--- src/rtl/weight_fetch_ctrl_pkg.sv ---
// Shared ANN parameter defaults and weight-fetch FSM state encodings.
// The LOAD state exists only when WFETCH_LOAD_EN is defined.
package weight_fetch_ctrl_pkg;

  localparam int WF_DEPTH  = 30;
  localparam int WF_ADDR_W = 5;
  localparam int WF_DATA_W = 16;

  typedef enum logic [1:0] {
    ST_IDLE  = 2'd0,
    ST_FETCH = 2'd1,
    ST_DRAIN = 2'd2
`ifdef WFETCH_LOAD_EN
    ,
    ST_LOAD  = 2'd3
`endif
  } wf_state_e;

endpackage

--- src/rtl/wfetch_skid_buf.sv ---
// Two-entry output FIFO for the weight stream; head entry is always presented.
// Callers guarantee no push when full and no pop when empty.
module wfetch_skid_buf #(
  parameter int W = 17
) (
  input  logic         clk,
  input  logic         rst,
  input  logic         push,
  input  logic [W-1:0] push_data,
  input  logic         pop,
  output logic [1:0]   count,
  output logic [W-1:0] head_data
);

  logic [W-1:0] mem [2];
  logic         rd_ptr;
  logic         wr_ptr;

  // Storage, pointers and occupancy.
  always_ff @(posedge clk) begin
    if (rst) begin
      mem[0] <= {W{1'b0}};
      mem[1] <= {W{1'b0}};
      rd_ptr <= 1'b0;
      wr_ptr <= 1'b0;
      count  <= 2'd0;
    end else begin
      if (push) begin
        mem[wr_ptr] <= push_data;
        wr_ptr      <= ~wr_ptr;
      end
      if (pop) begin
        rd_ptr <= ~rd_ptr;
      end
      count <= count + {1'b0, push} - {1'b0, pop};
    end
  end

  assign head_data = mem[rd_ptr];

endmodule

--- src/rtl/weight_fetch_ctrl.sv ---
// Streams DEPTH weights out of a BRAM with one-cycle read latency into a valid/ready port.
// Optional macro WFETCH_LOAD_EN adds a LOAD state that writes DEPTH words into the BRAM.
module weight_fetch_ctrl
  import weight_fetch_ctrl_pkg::*;
#(
  parameter int DEPTH  = WF_DEPTH,
  parameter int ADDR_W = WF_ADDR_W,
  parameter int DATA_W = WF_DATA_W
) (
  input  logic              CLK,
  input  logic              RST,
  input  logic              START,
  output logic              BUSY,
  output logic              DONE,
  output logic              BRAM_EN,
  output logic              BRAM_WE,
  output logic [ADDR_W-1:0] BRAM_ADDR,
  output logic [DATA_W-1:0] BRAM_DI,
  input  logic [DATA_W-1:0] BRAM_DO,
`ifdef WFETCH_LOAD_EN
  input  logic              LOAD_START,
  input  logic [DATA_W-1:0] LOAD_DATA,
  input  logic              LOAD_VALID,
  output logic              LOAD_READY,
`endif
  output logic [DATA_W-1:0] W_DATA,
  output logic              W_VALID,
  input  logic              W_READY,
  output logic              W_LAST
);

  wf_state_e         state;
  wf_state_e         state_next;
  logic [ADDR_W-1:0] cnt;
  logic              pend;
  logic              pend_last;
  logic              done_flag;
  logic [1:0]        fifo_count;
  logic [DATA_W:0]   head;
  logic              pop;
  logic              at_last;
  logic              issue;
  logic              load_wr;

  assign pop     = W_VALID && W_READY;
  assign at_last = (cnt == ADDR_W'(DEPTH - 1));
  // Occupancy after this cycle's pop must leave room for the word being requested.
  assign issue   = (state == ST_FETCH) &&
                   (({1'b0, fifo_count} + {2'b00, pend} - {2'b00, pop}) < 3'd2);
`ifdef WFETCH_LOAD_EN
  assign load_wr = (state == ST_LOAD) && LOAD_VALID;
`else
  assign load_wr = 1'b0;
`endif

  // State register.
  always_ff @(posedge CLK) begin
    if (RST) begin
      state <= ST_IDLE;
    end else begin
      state <= state_next;
    end
  end

  // Next-state logic; LOAD_START outranks START in IDLE.
  always_comb begin
    state_next = state;
    case (state)
      ST_IDLE: begin
`ifdef WFETCH_LOAD_EN
        if (LOAD_START) state_next = ST_LOAD;
        else if (START) state_next = ST_FETCH;
        else            state_next = ST_IDLE;
`else
        if (START) state_next = ST_FETCH;
        else       state_next = ST_IDLE;
`endif
      end
      ST_FETCH: begin
        if (issue && at_last) state_next = ST_DRAIN;
        else                  state_next = ST_FETCH;
      end
      ST_DRAIN: begin
        if (pop && W_LAST) state_next = ST_IDLE;
        else               state_next = ST_DRAIN;
      end
`ifdef WFETCH_LOAD_EN
      ST_LOAD: begin
        if (load_wr && at_last) state_next = ST_IDLE;
        else                    state_next = ST_LOAD;
      end
`endif
      default: state_next = ST_IDLE;
    endcase
  end

  // BRAM port and load handshake, decoded from state and counter.
  always_comb begin
    BRAM_EN   = 1'b0;
    BRAM_WE   = 1'b0;
    BRAM_ADDR = {ADDR_W{1'b0}};
    BRAM_DI   = {DATA_W{1'b0}};
`ifdef WFETCH_LOAD_EN
    LOAD_READY = 1'b0;
`endif
    case (state)
      ST_FETCH: begin
        BRAM_EN   = issue;
        BRAM_ADDR = cnt;
      end
`ifdef WFETCH_LOAD_EN
      ST_LOAD: begin
        LOAD_READY = 1'b1;
        BRAM_EN    = load_wr;
        BRAM_WE    = load_wr;
        BRAM_ADDR  = cnt;
        if (load_wr) BRAM_DI = LOAD_DATA;
        else         BRAM_DI = {DATA_W{1'b0}};
      end
`endif
      default: begin
        BRAM_EN = 1'b0;
      end
    endcase
  end

  // Address counter, read-pending tracking and completion pulse.
  always_ff @(posedge CLK) begin
    if (RST) begin
      cnt       <= {ADDR_W{1'b0}};
      pend      <= 1'b0;
      pend_last <= 1'b0;
      done_flag <= 1'b0;
    end else begin
      pend      <= issue;
      pend_last <= issue && at_last;
      done_flag <= (state != ST_IDLE) && (state_next == ST_IDLE);
      if (issue || load_wr) begin
        cnt <= at_last ? {ADDR_W{1'b0}} : cnt + ADDR_W'(1);
      end
    end
  end

  wfetch_skid_buf #(
    .W(DATA_W + 1)
  ) u_buf (
    .clk      (CLK),
    .rst      (RST),
    .push     (pend),
    .push_data({pend_last, BRAM_DO}),
    .pop      (pop),
    .count    (fifo_count),
    .head_data(head)
  );

  assign BUSY    = (state != ST_IDLE);
  assign DONE    = done_flag;
  assign W_VALID = (fifo_count != 2'd0);
  assign W_DATA  = head[DATA_W-1:0];
  assign W_LAST  = W_VALID && head[DATA_W];

endmodule

--- config.mk ---
export PLATFORM = sky130hd
export DESIGN_NAME = weight_fetch_ctrl
export DESIGN_NICKNAME = d
export VERILOG_FILES = /design/src/rtl/weight_fetch_ctrl_pkg.sv /design/src/rtl/wfetch_skid_buf.sv /design/src/rtl/weight_fetch_ctrl.sv
export SDC_FILE = /design/constraint.sdc
export NUM_CORES = 1
export LEC_CHECK = 0
export CAP_MARGIN = 10
export CORE_MARGIN = 2
export CORE_UTILIZATION = 36
export CTS_CLUSTER_SIZE = 12
export DETAILED_ROUTE_END_ITERATION = 16
export GPL_TIMING_DRIVEN = 0
export PLACE_DENSITY = 0.62
export SETUP_SLACK_MARGIN = 0.4
export SLEW_MARGIN = 20
export SYNTH_ARGS = -nofsm -noshare
export SYNTH_HDL_FRONTEND = slang
export SYNTH_HIERARCHICAL = 1
export SYNTH_SLANG_ARGS = --single-unit
export TNS_END_PERCENT = 1
--- constraint.sdc ---
create_clock -name CLK -period 3.4 [get_ports CLK]
set_input_delay 0.85 -clock CLK [delete_from_list [all_inputs] [get_ports CLK]]
set_output_delay 0.85 -clock CLK [all_outputs]
set_load 0.05 [all_outputs]
==> flow_summary.json <==
{
  "slew_headroom": 0.4015,
  "syn_area_um2": 2505,
  "die_h_um": 87.42,
  "yosysWarningCount": 6,
  "grt_pass1_wl_um": 7583,
  "synth-main-ff-cell": "edfxtp_1",
  "synthCells": 214,
  "fin_crit_ps": 3346,
  "utilization": 0.4913,
  "vias": 1713,
  "routed_wirelength_um": 4741,
  "first_iter_violations": 59,
  "fin_nets": 316,
  "first_pass_iters": 5,
  "clkPwrFrac": 0.154,
  "r2r_end": "cnt[1]",
  "grt_pass1_vias": 1641,
  "cts.htree.levels": 2,
  "reg2reg_from": "u_buf/count[1]",
  "post-synth-top-area-fraction": 0.4076,
  "clockRootBuffer": "clkbuf_8",
  "synth_commonest_cells": "nor2_1 (40), edfxtp_1 (34), nand2b_1 (22)",
  "dp_slack_ps": -1150,
  "drive_above_1_share": 0.2543,
  "n_fill_cell": 622,
  "setup_slack_ps": 53.96,
  "ioPinCount": 63,
  "die_area_um2": 7641,
  "antennaDiodeCount": 0,
  "yosys_register_bits": 49,
  "tightest_slew_ps": 897.8,
  "powerDensity_nw_per_um2": 649.8,
  "cts_sinks": 49,
  "synthTopCellsByArea": "edfxtp_1 (41%), dfxtp_1 (12%), mux2_4 (6.0%), nor2_1 (6.0%), nand2b_1 (5.5%)",
  "rsz0062_at_grt": "true",
  "core_um2": 6756,
  "hold_end": "u_buf/wr_ptr",
  "setup_viol": 0,
  "start_util": 0.3707,
  "wl_per_cell_um": 12.78,
  "clockBufferDepth": 2,
  "port_buffers": 45,
  "via_per_inst": 4.617,
  "required_ps": 2550,
  "power_frac_seq": 0.358,
  "rows": 30,
  "rr_worst_depth": 9,
  "async_flop_share": 0,
  "syn_avg_cell_area_um2": 11.71,
  "slowest_stage": "fa_2",
  "fp.dieW_um": 87.42,
  "status": "finished clean",
  "power_uw": 2157,
  "fin_crit_sh": 0.9841,
  "combPwrFrac": 0.487,
  "hold_viol": 0,
  "cap_violations": 0,
  "dp_hpwl_um": 3246,
  "yosysUniqueCellTypes": 42,
  "antenna_found_initial": 0,
  "max-vdd-ir-drop_mv": 0.4469,
  "synth_edf_count": 34,
  "cell_internal_pwr_uw": 1327,
  "synth.most_common_cell": "nor2_1",
  "grt_usage": 0.1290,
  "syn_to_final_growth_pct": 32.52,
  "clock_skew_ps": 4.897,
  "arrival_ps": 2500,
  "setup_tns_ps": 0,
  "slowest_delay_ps": 550,
  "seq_area_um2": 1326,
  "gp_congestion": 0.8092,
  "multiInputGateArea_um2": 1045,
  "grt_overflow_total": 0,
  "fmax_mhz": 298.9,
  "ys_seq_area_frac": 0.5275,
  "cp_cell_sequence": "buf_6 -> and2_4 -> ha_4 -> nand2b_4 -> fa_2 -> and3b_2 -> nand2_4 -> clkinvlp_4 -> buf_8",
  "synth_area_leader_cell": "edfxtp_1",
  "slew_viol_final": 0,
  "p_sw_uw": 829.5,
  "min_path_cells": 2,
  "sw_frac_of_total": 0.3846,
  "grt_start_max_net_pins": 18,
  "cts_buffers": 5,
  "setup.worst_path.class": "in2out",
  "ctsHoldBuffers": 0,
  "cts_tree": "built",
  "ant_nets": 0,
  "critical_path_peak_fanout": 2,
  "holdCritStartpoint": "u_buf/wr_ptr",
  "reg2reg_slack_ps": 850,
  "min_path_type": "reg2reg",
  "post-route-drc-count": 0,
  "p_leak_uw": 0.001290,
  "clock_latency_ps": 290,
  "clk_pin_slew_ps": 90,
  "worstSetupEndpointType": "output port",
  "start_kind": "input pin"
}
cell families (layout without fill, tap and decap cells):
family / Yosys count / in the layout / synth area share
other: 1 / 17 / 0.001497
buffers and inverters: 34 / 95 / 0.09590
xor gates and xnor gates: 4 / 4 / 0.01948
DFF: 49 / 49 / 0.5275
AOI/OAI and AO/OA: 16 / 16 / 0.04895
muxes: 17 / 17 / 0.09141
and+or+nand+nor: 87 / 87 / 0.1823
adders and majority gates: 6 / 6 / 0.03297
area by class of cell:
class | count | share of cell area
flip-flops and latches | 49 | 0.3995
multi-input cells | 147 | 0.3147
repair buffers | 53 | 0.1557
plain buffers | 26 | 0.06332
well taps | 80 | 0.03015
clock buffers | 6 | 0.02186
inverters | 8 | 0.01018
clock inverters | 2 | 0.004523
registers in the layout, indices dropped and copies added (netlist names), 2 cells and up, named ones only:
name and flops:
u_buf/mem 34, cnt 5, state 2, u_buf/count 2
routing by layer:
metal,track usage,share of wire,up-vias
met5,0,0,-
met4,0.03776,0.0097,0
met3,0.03128,0.055,4
met2,0.2231,0.49,55
met1,0.1588,0.44,799
li1,-,-,855
power groups by stage:
stage	clock network [uW]	logic [uW]	registers, uW
final	333	1050	773
after global routing	368	1120	785
after CTS	347	1040	776
after detailed placement	0	979	788
after global placement	0	971	783
after floorplan	0	743	774
placed cells by master (no fill, tap or decap), drive strengths merged, types with 7 or more instances in the layout:
cell | Yosys | layout
clkdlybuf4s50 | 0 | 43
clkbuf | 2 | 8
inv | 8 | 7
buf | 24 | 34
dfxtp | 15 | 15
conb | 1 | 17
nand2b | 22 | 22
edfxtp | 34 | 34
nor2 | 40 | 40
mux2 | 17 | 17
worst max-delay path by stage:
stage | cells past startpoint | startpoint | to
2_1_floorplan | 7 | W_READY | BRAM_EN
3_3_place_gp | 9 | W_READY | BRAM_EN
3_5_place_dp | 9 | W_READY | BRAM_EN
4_1_cts | 9 | W_READY | BRAM_EN
5_1_grt | 9 | u_buf/count[0] | BRAM_EN
6_report | 9 | W_READY | BRAM_EN
repair_timing:
| item | in CTS | in global routing |
|---|---|---|
| endpoints found under the setup margin | 1 | 1 |
| pin swaps | 2 | 3 |
| gates resized for setup | 17 | 3 |
| buffers inserted | 5 | 3 |
stage by stage:
stage	cells	area, um^2	hold WS, ps
2_1_floorplan	230	2594	470.3
3_3_place_gp	355	3144	481.3
3_5_place_dp	355	3144	497.5
4_1_cts	368	3287	518.8
5_1_grt	371	3319	541.8
6_report	371	3319	514.2
critical path: cells and delay by family:
family / cells / cell delay (ps)
fa+ha+maj: 2 / 750
simple gates: 4 / 570
buf+inv: 3 / 320
No activity file was read; power rests on OpenSTA's default activity.
